$ cat src/rtl/pc_pkg.sv
// Shared encodings for the fetch PC unit:
// control-transfer select, branch type and PC state.
package pc_pkg;

    typedef enum logic [2:0] {
        PC_SEQ = 3'd0,
        PC_BR  = 3'd1,
        PC_J   = 3'd2,
        PC_JR  = 3'd3,
        PC_JRT = 3'd4
    } pc_sel_e;

    typedef enum logic [2:0] {
        BR_EQ  = 3'd0,
        BR_NE  = 3'd1,
        BR_LEZ = 3'd2,
        BR_GTZ = 3'd3,
        BR_LTZ = 3'd4,
        BR_GEZ = 3'd5
    } br_type_e;

    typedef enum logic {
        S_RUN  = 1'b0,
        S_PEND = 1'b1
    } state_e;

endpackage

$ cat src/rtl/br_cmp.sv
// Branch condition evaluator, shared with decode.
// Compares rs against rt or against zero (signed).
module br_cmp
    import pc_pkg::*;
#(
    parameter int WIDTH = 32
) (
    input  logic [WIDTH-1:0] rs,
    input  logic [WIDTH-1:0] rt,
    input  logic [2:0]       br_type,
    output logic             cond
);

    logic neg;
    logic zero;

    // evaluate the selected condition; unused codes never take
    always_comb begin
        neg  = rs[WIDTH-1];
        zero = (rs == '0);
        cond = 1'b0;
        case (br_type_e'(br_type))
            BR_EQ:   cond = (rs == rt);
            BR_NE:   cond = (rs != rt);
            BR_LEZ:  cond = neg | zero;
            BR_GTZ:  cond = ~neg & ~zero;
            BR_LTZ:  cond = neg;
            BR_GEZ:  cond = ~neg;
            default: cond = 1'b0;
        endcase
    end

endmodule

$ cat src/rtl/pc_unit.sv
// Fetch PC register with branch/jump redirect,
// exception entry/return, and a one-deep redirect hold while stalled.
module pc_unit
    import pc_pkg::*;
#(
    parameter int              WIDTH    = 32,
    parameter logic [WIDTH-1:0] RESET_PC = WIDTH'(32'h0000_3000),
    parameter logic [WIDTH-1:0] EXC_PC   = WIDTH'(32'h0000_4180)
) (
    input  logic             clk,
    input  logic             reset,
    input  logic [WIDTH-1:0] pc4,
    input  logic [WIDTH-1:0] rs,
    input  logic [WIDTH-1:0] rt,
    input  logic [2:0]       pc_sel,
    input  logic [2:0]       br_type,
    input  logic [15:0]      imm16,
    input  logic [25:0]      imm26,
    input  logic             ctl_valid,
    input  logic             stall,
    input  logic             exc_req,
    input  logic             eret,
    input  logic [WIDTH-1:0] epc,
    output logic [WIDTH-1:0] pc,
    output logic             br_taken,
    output logic             pend
);

    state_e           state_q, state_d;
    logic [WIDTH-1:0] pc_q, pc_d;
    logic [WIDTH-1:0] tgt_q, tgt_d;
    logic [WIDTH-1:0] pc_cur, br_off, br_tgt, j_tgt, target;
    logic             cond, taken;

    br_cmp #(.WIDTH(WIDTH)) u_cmp (
        .rs      (rs),
        .rt      (rt),
        .br_type (br_type),
        .cond    (cond)
    );

    // decode the control transfer into a redirect flag and target
    always_comb begin
        pc_cur = pc4 - WIDTH'(4);
        br_off = {{(WIDTH-18){imm16[15]}}, imm16, 2'b00};
        br_tgt = pc_cur + br_off;
        j_tgt  = {pc4[WIDTH-1:28], imm26, 2'b00};
        taken  = 1'b0;
        target = pc4;
        case (pc_sel_e'(pc_sel))
            PC_BR: begin
                taken  = cond;
                target = br_tgt;
            end
            PC_J: begin
                taken  = 1'b1;
                target = j_tgt;
            end
            PC_JR: begin
                taken  = 1'b1;
                target = rs;
            end
            PC_JRT: begin
                taken  = ~rs[WIDTH-1];
                target = rt;
            end
            default: begin
                taken  = 1'b0;
                target = pc4;
            end
        endcase
        br_taken = ctl_valid & taken;
    end

    // next PC, held target and state, highest priority first
    always_comb begin
        state_d = state_q;
        pc_d    = pc_q;
        tgt_d   = tgt_q;
        if (exc_req) begin
            pc_d    = EXC_PC;
            state_d = S_RUN;
        end else if (eret) begin
            pc_d    = epc;
            state_d = S_RUN;
        end else if (state_q == S_PEND) begin
            if (stall) begin
                if (br_taken) tgt_d = target;
            end else begin
                pc_d    = tgt_q;
                state_d = S_RUN;
            end
        end else if (stall) begin
            pc_d = pc_cur;
            if (br_taken) begin
                tgt_d   = target;
                state_d = S_PEND;
            end
        end else begin
            pc_d = br_taken ? target : pc4;
        end
    end

    // PC, held target and state registers
    always_ff @(posedge clk) begin
        if (reset) begin
            state_q <= S_RUN;
            pc_q    <= RESET_PC;
            tgt_q   <= '0;
        end else begin
            state_q <= state_d;
            pc_q    <= pc_d;
            tgt_q   <= tgt_d;
        end
    end

    assign pc   = pc_q;
    assign pend = (state_q == S_PEND);

endmodule

$ cat config.mk
export PLATFORM = sky130hd
export DESIGN_NAME = pc_unit
export DESIGN_NICKNAME = d
export VERILOG_FILES = /design/src/rtl/pc_pkg.sv /design/src/rtl/br_cmp.sv /design/src/rtl/pc_unit.sv
export SDC_FILE = /design/constraint.sdc
export NUM_CORES = 1
export LEC_CHECK = 0
export BUFFER_PORTS_ARGS = -buffer_cell sky130_fd_sc_hd__buf_2
export CAP_MARGIN = 15
export CORE_ASPECT_RATIO = 0.8
export CORE_MARGIN = 5
export CORE_UTILIZATION = 55
export DETAILED_ROUTE_END_ITERATION = 10
export PLACE_DENSITY_LB_ADDON = 0.15
export SYNTH_ARGS = -nofsm -noshare
export SYNTH_HDL_FRONTEND = slang
export SYNTH_SLANG_ARGS = --single-unit
$ cat constraint.sdc
create_clock -name clk -period 4.6 [get_ports clk]
set_input_delay 0 -clock clk [delete_from_list [all_inputs] [get_ports clk]]
set_output_delay 0 -clock clk [all_outputs]
set_load 0.005 [all_outputs]
==> flow_summary.ini, run 1 <==
[clock_network]
htree_levels = 3
cts_setup_buffers = 0
root_buffer = clkbuf_16
cts_tree = yes
cts_sinks = 65
clock_path_buffers = 2
clkSlewWorstSetupHoldPaths_ps = 60
cts_buffers = 9
clk_latency_ps = 340

[layout]
final_util_pct = 67.7
fillers = 1271
multi_input_comb_area_um2 = 5980
nets = 1485
regArea_um2 = 1300
area_growth_pct = 19.5
antennaDiodeCount = 0
drive_gt1_share_pct = 21.5

[grt]
grt_pass1_vias = 9127
grt_use_total_pct = 38.2
antenna_found_initial = 0
grt_max_degree = 48
overflow = 0
grt_pass1_wl_um = 49600

[logic_synthesis]
synth_common_cells = nor2_1 (106), nand2_1 (94), a21oi_1 (93), dfxtp_1 (65), o21ai_0 (64)
syn_area_per_cell_um2 = 7.06
yosysTopAreaCell = dfxtp_1
ys.flop_type = dfxtp_1
yosysTopAreaCellShare_pct = 16.8
async_reset_ff_share_pct = 0
synth_edf_count = 0
synth_area_um2 = 7760
yosys_warnings = 0
ys_seq_area_share_pct = 16.8
synth-seq-cells = 65
synthCells = 1099
syn_nets = 1314
synthTopCellsByArea = dfxtp_1 (17%), a21oi_1 (6.0%), xnor2_1 (5.6%)
synth_most_common_cell = nor2_1
synthDistinctLibCells = 91

[worst_setup_path]
critPathKind = in -> reg
crit_path_end_kind = flip-flop
cp_data_required_time_ps = 4810
crit_arrival_ps = 4470
crit-reg2reg-launch = pend
start_kind = primary input
crit_fanout = 8
cp-startpoint = pc4[2]

[min_path]
min-delay-start = pc4[9]
hp-class = in -> reg

[pwr]
power-per-cell-area_nw_per_um2 = 231
sw_frac_of_total_pct = 36.0
power_frac_seq_pct = 28.0
clkPwrFrac_pct = 35.0
combPwrFrac_pct = 37.1
leakage_uw = 0.00376
p_int_uw = 1370
switchingPower_uw = 770
totalPowerFinal_uw = 2140
vdd_drop_max_mv = 0.223

[sta]
fin_crit_ps = 4250
hold_viol = 0
tightest_slew_ps = 971
fmax_mhz = 235
setup-violations-final = 0
setup_slack_ps = 347
setup_tns_ps = 0
rsz0062_at_grt = false
skew_ps = 7.44
slew_headroom_pct = 35.3
fin_crit_sh_pct = 92.5
holdWs_ps = 8.90
maxSlewViolCount = 0

[drt]
drt-total-wl_um = 32700
num_vias = 9875
postRouteAntennaNets = 0
drtPass1Iterations = 8
viasPerCell = 6.79
drcViolationCount = 0
wl_per_cell_um = 22.5
drtIter0Drc = 1244

[placement]
dpl.hpwl_um = 25600
numPortBuffers = 215
dp_worst_setup_slack_ps = 112
gp_congestion = 1.00

[job]
max-cap-violations = 0

[floorplanning]
die-area_um2 = 16600
die_w_um = 143
initial_core_util_pct = 56.7
core_um2 = 13700
rows = 38
die_h_um = 116
ioPinCount = 216

[run_status]
status = completed
## power by group through the flow
stage / logic, µW / clock network (µW) / registers (µW)
final: 792 / 748 / 598
after global routing: 850 / 772 / 600
after CTS: 768 / 747 / 597
after detailed placement: 754 / 0 / 609
after global placement: 752 / 0 / 609
after floorplan: 467 / 0 / 609
## what timing repair did
action                                 4_1_cts  5_1_grt
gates resized for setup                      0        0
hold buffers                                13        0
endpoints found under the hold margin       13        0
setup endpoints to repair                    0        0
## path summary, 6_finish.rpt
kind / to / slack, ps / cells past startpoint
setup / recovery: pc[31] / 350 / 16
hold / removal: tgt_q[9] / 9 / 3
setup reg to reg: pc[14] / 2280 / 7
hold reg to reg: tgt_q[13] / 450 / 2
## final cells by class
class | instances | area share (%)
clock inverters | 6 | 0.999
flip-flops and latches | 65 | 14.0
inverters | 30 | 1.21
multi-input cells | 920 | 64.5
clock buffers | 10 | 2.47
repair buffers | 244 | 14.3
well taps | 180 | 2.43
## per-stage QoR
step / area [µm²] / instances
after floorplan: 7760 / 1099
after global placement: 8820 / 1426
after detailed placement: 8820 / 1426
after CTS: 9270 / 1455
after global routing: 9270 / 1455
final: 9270 / 1455
## routing by layer
layer / GRT usage, % / share of wire [%]
met5: 0 / 0
met2: 57.4 / 42
met4: 18.4 / 5.7
met3: 10.3 / 12
met1: 51.0 / 40
## cells by family (layout without fill, tap and decap cells)
kind of cell               Yosys count  count (layout)  share of synthesized area (%)
adders and majority gates           33              33                           5.42
and+or+nand+nor                    397             397                           26.0
DFF                                 65              65                           16.8
xor gates and xnor gates            73              73                           8.34
AOI/OAI and AO/OA                  396             396                           34.6
muxes                               21              21                           2.74
buffers and inverters              114             290                           6.15
## flip-flops by register name (all words and copies together) (netlist names)
signal  cells
pc         32
tgt_q      32
pend        1
## placed cells by master (no fill, tap or decap), types with 22 or more instances in the layout
| master | n |
|---|---|
| nor2_1 | 106 |
| o21ai_0 | 64 |
| a211oi_1 | 31 |
| a21oi_1 | 92 |
| ha_1 | 32 |
| dfxtp_1 | 65 |
| buf_2 | 215 |
| nand2_1 | 94 |
| xor2_1 | 22 |
| inv_1 | 29 |
| xnor2_1 | 50 |
| nand3_1 | 23 |
| nor3_1 | 46 |
| o211ai_1 | 22 |
## worst max-delay path, cell delays in order
cell and delay [ps]:
buf_2 150, inv_1 110, ha_1 230, nor4b_1 440, nand4_1 280, or2_2 440, nor4_1 250, xor2_1 250
ha_1 340, and3_1 270, a311o_1 370, a41oi_1 380, a211oi_1 170, or4_4 520, a31oi_1 200, o31ai_1 80
(Power assumes the default switching activity.)
==> run 2, diff against run 1 <==
Settings changed: CORE_UTILIZATION 55 to 54, MAX_ROUTING_LAYER from default to met4, SYNTH_HIERARCHICAL from default to 1.
==> run 2 against run 1 <==
  * Critical path depth unchanged
  * Non-clock buffer count up 19
  * Worst setup slack better by 1.8 ps
  * Via count shrank 4.3%
  * Combinational power decreased by 2.8%
  * Clock power fell by 16%
  * Wire length shrank 5.2%
  * Largest cell class unchanged
==> flow_summary.ini, run 2 <==
[drt]
drt-total-wl_um = 31100
wl_per_cell_um = 21.4
postRouteAntennaNets = 0
drtPass1Iterations = 6
viasPerCell = 6.52
drtIter0Drc = 1163
num_vias = 9451
drcViolationCount = 0

[floorplanning]
die-area_um2 = 16200
initial_core_util_pct = 54.8
core_um2 = 13500
die_h_um = 115
rows = 38
ioPinCount = 216
die_w_um = 141

[worst_setup_path]
crit_arrival_ps = 4430
crit-reg2reg-launch = pend
critPathKind = in -> reg
reg2reg_slack_ps = 2640
crit_fanout = 6
cp_data_required_time_ps = 4780
start_kind = primary input
critPathCapture = tgt_q[31]
crit_path_end_kind = flip-flop
reg2reg_depth = 5
cp-startpoint = pc4[2]
rr_endpoint = pc[14]

[grt]
grt_use_total_pct = 37.7
antenna_found_initial = 2
overflow = 0
grt_pass1_wl_um = 46600
grt_max_degree = 52
grt_pass1_vias = 8628

[placement]
gp_congestion = 0.994
numPortBuffers = 215
dpl.hpwl_um = 23800
placed_cell_area_um2 = 8680

[clock_network]
holdBufCountCts = 16
cts_buffers = 9
cts_tree = yes
htree_levels = 3
cts_sinks = 65
cts_setup_buffers = 0
clkSlewWorstSetupHoldPaths_ps = 60
clk_latency_ps = 340
root_buffer = clkbuf_16
post_cts_resized = 0
clock_path_buffers = 2

[pwr]
combPwrFrac_pct = 38.6
leakage_uw = 0.00390
switchingPower_uw = 741
power_frac_seq_pct = 29.9
power-per-cell-area_nw_per_um2 = 219
clkPwrFrac_pct = 31.5
vdd_drop_max_mv = 0.195
sw_frac_of_total_pct = 37.2
p_int_uw = 1250

[sta]
hold_viol = 0
setup_tns_ps = 0
maxSlewViolCount = 0
rsz0062_at_grt = false
tightest_slew_ps = 1040
skew_ps = 4.57
fmax_mhz = 235
slew_headroom_pct = 30.4
setup-violations-final = 0
fin_crit_ps = 4250
fin_crit_sh_pct = 92.4

[run_status]
status = completed

[logic_synthesis]
synth_edf_count = 0
yosysTopAreaCell = dfxtp_1
synth_mux_area_share_pct = 4.46
synthTopCellsByArea = dfxtp_1 (18%), xor2_1 (7.0%), a21oi_1 (6.6%)
syn_nets = 1277
synthDistinctLibCells = 71
synth_compound_area_share_pct = 32.9
synth-xor-area-share_pct = 8.99
ys.flop_type = dfxtp_1
yosysTopAreaCellShare_pct = 17.6
synth-simple-area-share_pct = 25.3
ys_seq_area_share_pct = 17.6
yosys_warnings = 6
synth_common_cells = nand2_1 (115), nor2_1 (112), a21oi_1 (97), o21ai_0 (83), dfxtp_1 (65)
syn_area_per_cell_um2 = 6.97
synthCells = 1062
async_reset_ff_share_pct = 0
synth_area_um2 = 7400
synth_most_common_cell = nand2_1
synthAdderAreaFrac_pct = 5.68
synth_top_family_by_area = compound AO/OA/AOI/OAI gates
synth-seq-cells = 65

[layout]
area_growth_pct = 23.2
drive_gt1_share_pct = 23.8
nets = 1477
fillers = 1172
mostFrequentLayoutCell = buf_2
final_util_pct = 67.6
stdcell_area_um2 = 9120
final_cell_mix = buf_2 (215), nand2_1 (115), nor2_1 (112)

[job]
max-cap-violations = 0

[min_path]
hp-class = in -> reg
run 2: cell count changes in the layout (fill, tap and decap cells not counted), sizes merged, moves of 8 or more:
cell    change
a211o       +8
a21o       +10
a221oi      +9
a22oi      -12
buf        +16
mux2       +10
nand2      +21
nand2b      +9
nor3       -16
o211ai      -8
o21ai      +16
o21bai      -8
xnor2      -34
xor2       +37
run 2: cell families after synthesis:
logic type,Yosys count
xor+xnor,76
compound gates,375
simple gates,386
flops,65
mux,29
fa+ha+maj,33
buf+inv,98
run 2: worst min-delay path by stage:
stage | startpoint | endpoint | cells after the start
floorplan | epc[17] | pc[17] | 2
global placement | epc[17] | pc[17] | 3
detailed placement | epc[17] | pc[17] | 3
CTS | epc[3] | pc[3] | 3
global route | epc[11] | pc[11] | 3
finish | epc[11] | pc[11] | 3
run 2: through the flow:
step	hold WS, ps	instances	setup slack, ps	power (µW)
CTS	6.68	1447	412	1970
floorplan	138	1062	670	1050
global route	54.1	1449	56.2	2080
global placement	225	1415	170	1340
detailed placement	230	1415	99.8	1340
finish	11.5	1449	349	1990
run 2: critical path, stage by stage:
cell and delay, ps:
buf_2 120, inv_1 100, ha_1 180, or4b_4 500
or3_1 340, or4_1 460, a22o_1 210, ha_1 360
nand4_1 140, a211o_1 330, o21ai_0 320, nand4_1 190
o21ai_0 600, o21ai_0 200, a211oi_2 270, a211oi_1 110
run 2: metal layers:
metal	vias up	routed length (µm)	GRT usage [%]
met2	596	13900	58.3
li1	4342	-	-
met5	-	0	-
met3	88	3660	8.19
met4	0	1130	12.5
met1	4425	12400	49.2
run 2: power by group through the flow:
stage / Sequential, µW / Clock (µW) / Combinational, µW
2_1_floorplan: 606 / 0 / 446
3_3_place_gp: 607 / 0 / 735
3_5_place_dp: 607 / 0 / 735
4_1_cts: 595 / 621 / 750
5_1_grt: 597 / 648 / 831
6_report: 596 / 629 / 770
run 2: area by class of cell:
class / instances / area, µm² / share of cell area [%]
flip-flops and latches: 65 / 1300 / 14.3
clock inverters: 7 / 47.5 / 0.521
repair buffers: 263 / 1490 / 16.3
diodes: 2 / 5.00 / 0.0549
multi-input cells: 899 / 5740 / 62.9
inverters: 24 / 90.1 / 0.988
well taps: 180 / 225 / 2.47
clock buffers: 9 / 225 / 2.47
==> run 3, diff against run 2 <==
Settings changed: CORE_UTILIZATION 54 to 55, CTS_BUF_LIST from default to sky130_fd_sc_hd__clkbuf_2.
==> run 3 against run 2 <==
  * Design area grew 3.8%
  * Utilization grew 5.2 points
  * Final cell count increased by 3.2%
  * Critical path depth grew 2
  * Sequential power about the same
  * Flip-flop and latch count did not move
==> flow_summary.ini, run 3 (synthesis results as in run 2) <==
[floorplanning]
ioPinCount = 216
core_um2 = 13000
die_w_um = 140
rows = 37
die_h_um = 114
die-area_um2 = 15900
initial_core_util_pct = 56.9

[worst_setup_path]
cp_data_required_time_ps = 5060
max_stage_delay_ps = 560
crit_path_end_kind = flip-flop
crit_fanout = 6
crit_top_cell = dlygate4sd3_1
cp_cell_sequence = dlygate4sd3_1 -> buf_2 -> nor4_4 -> nand4_1 -> or2_2 -> nor3_2 -> xor2_1 -> ha_1 -> a21o_1 -> and2_1 -> a211oi_1 -> o21ai_0 -> o21bai_1 -> a41oi_1 -> mux2_2 -> o211ai_1 -> nand2_1 -> dlygate4sd3_1
critPathKind = in -> reg
crit_arrival_ps = 4920
slowest_stage = dlygate4sd3_1
start_kind = primary input

[grt]
grt_max_degree = 56
overflow = 0
grt_pass1_wl_um = 49500
grt_pass1_vias = 9311
antenna_found_initial = 2
grt_use_total_pct = 40.0

[drt]
num_vias = 9878
postRouteAntennaNets = 0
drtPass1Iterations = 8
drtIter0Drc = 1241
drt-total-wl_um = 32300
wl_per_cell_um = 21.6
drcViolationCount = 0
viasPerCell = 6.61

[layout]
mostFrequentLayoutCell = buf_2
area_growth_pct = 27.9
drive_gt1_share_pct = 22.8
final_cell_mix = buf_2 (215), nand2_1 (115), nor2_1 (112)
nets = 1527

[job]
max-cap-violations = 0

[clock_network]
clkSlewWorstSetupHoldPaths_ps = 210
clock_path_buffers = 2
cts_tree = yes
htree_levels = 3
root_buffer = clkbuf_2
cts_sinks = 65
cts_buffers = 9
clk_latency_ps = 540

[run_status]
status = completed

[pwr]
totalPowerFinal_uw = 1770
power-per-cell-area_nw_per_um2 = 187
leakage_uw = 0.00406
vdd_drop_max_mv = 0.139

[sta]
fmax_mhz = 224
setup-violations-final = 0
tightest_slew_ps = 963
fin_crit_ps = 4460
fin_crit_sh_pct = 97.0
hold_viol = 0
skew_ps = 22.8
slew_headroom_pct = 35.6
maxSlewViolCount = 0
setup_slack_ps = 140

[placement]
numPortBuffers = 215
dp_worst_setup_slack_ps = 128
dpl.hpwl_um = 23300
gp_congestion = 1.09

[min_path]
hp-class = in -> reg
run 3: worst paths after layout:
| check | from | end | slack [ps] | cells after the start |
|---|---|---|---|---|
| setup / recovery | pc4[12] | pc[28] | 140 | 18 |
| hold / removal | ctl_valid | pc[16] | 30 | 5 |
| setup reg to reg | pend | pc[19] | 1770 | 6 |
| hold reg to reg | pc[9] | pc[9] | 470 | 2 |
run 3: critical path, delay by kind of cell:
kind / cells / cell delay, ps
AO/OA/AOI/OAI: 6 / 1130
XOR/XNOR: 1 / 190
adder cells (fa/ha/maj): 1 / 320
buffers and inverters: 3 / 1270
multiplexers: 1 / 410
AND/OR/NAND/NOR: 6 / 1590
run 3: what timing repair did:
action | 4_1_cts | 5_1_grt
endpoints found under the setup margin | 0 | 4
gates resized for setup | 0 | 3
endpoints found under the hold margin | 47 | 4
buffers inserted | 0 | 1
hold buffers | 64 | 4
run 3: per-layer routing:
metal | GRT usage [%] | vias up | part of all wire, %
met5 | - | - | 0
met3 | 9.93 | 190 | 12
met4 | 22.3 | 0 | 6.8
met2 | 60.4 | 743 | 43
met1 | 49.1 | 4483 | 37
li1 | - | 4462 | -
run 3: power by group:
group          internal [µW]  switching, µW  total, µW
sequential               585           12.3        597
clock                    124            233        357
combinational            338            479        817
run 3: metrics by stage:
step | cells | area [µm²] | util (%) | hold slack (ps) | TNS (ps)
floorplan | 1062 | 7400 | - | 138 | 0
detailed placement | 1406 | 8640 | 66.4 | 235 | 0
finish | 1495 | 9470 | 72.8 | 31.1 | 0
global route | 1494 | 9470 | 72.8 | 68.8 | -71.6
global placement | 1406 | 8640 | 66.4 | 226 | 0
CTS | 1486 | 9390 | 72.2 | 6.75 | 0
run 3: final cells by class:
class / instances / area (µm²)
clock buffer: 10 / 50.0
antenna: 3 / 7.51
tap: 175 / 219
timing repair buffer: 313 / 2000
clock inverter: 6 / 58.8
fill: 1062 / 3540
multi-input combinational: 899 / 5740
sequential: 65 / 1300
inverter: 24 / 90.1
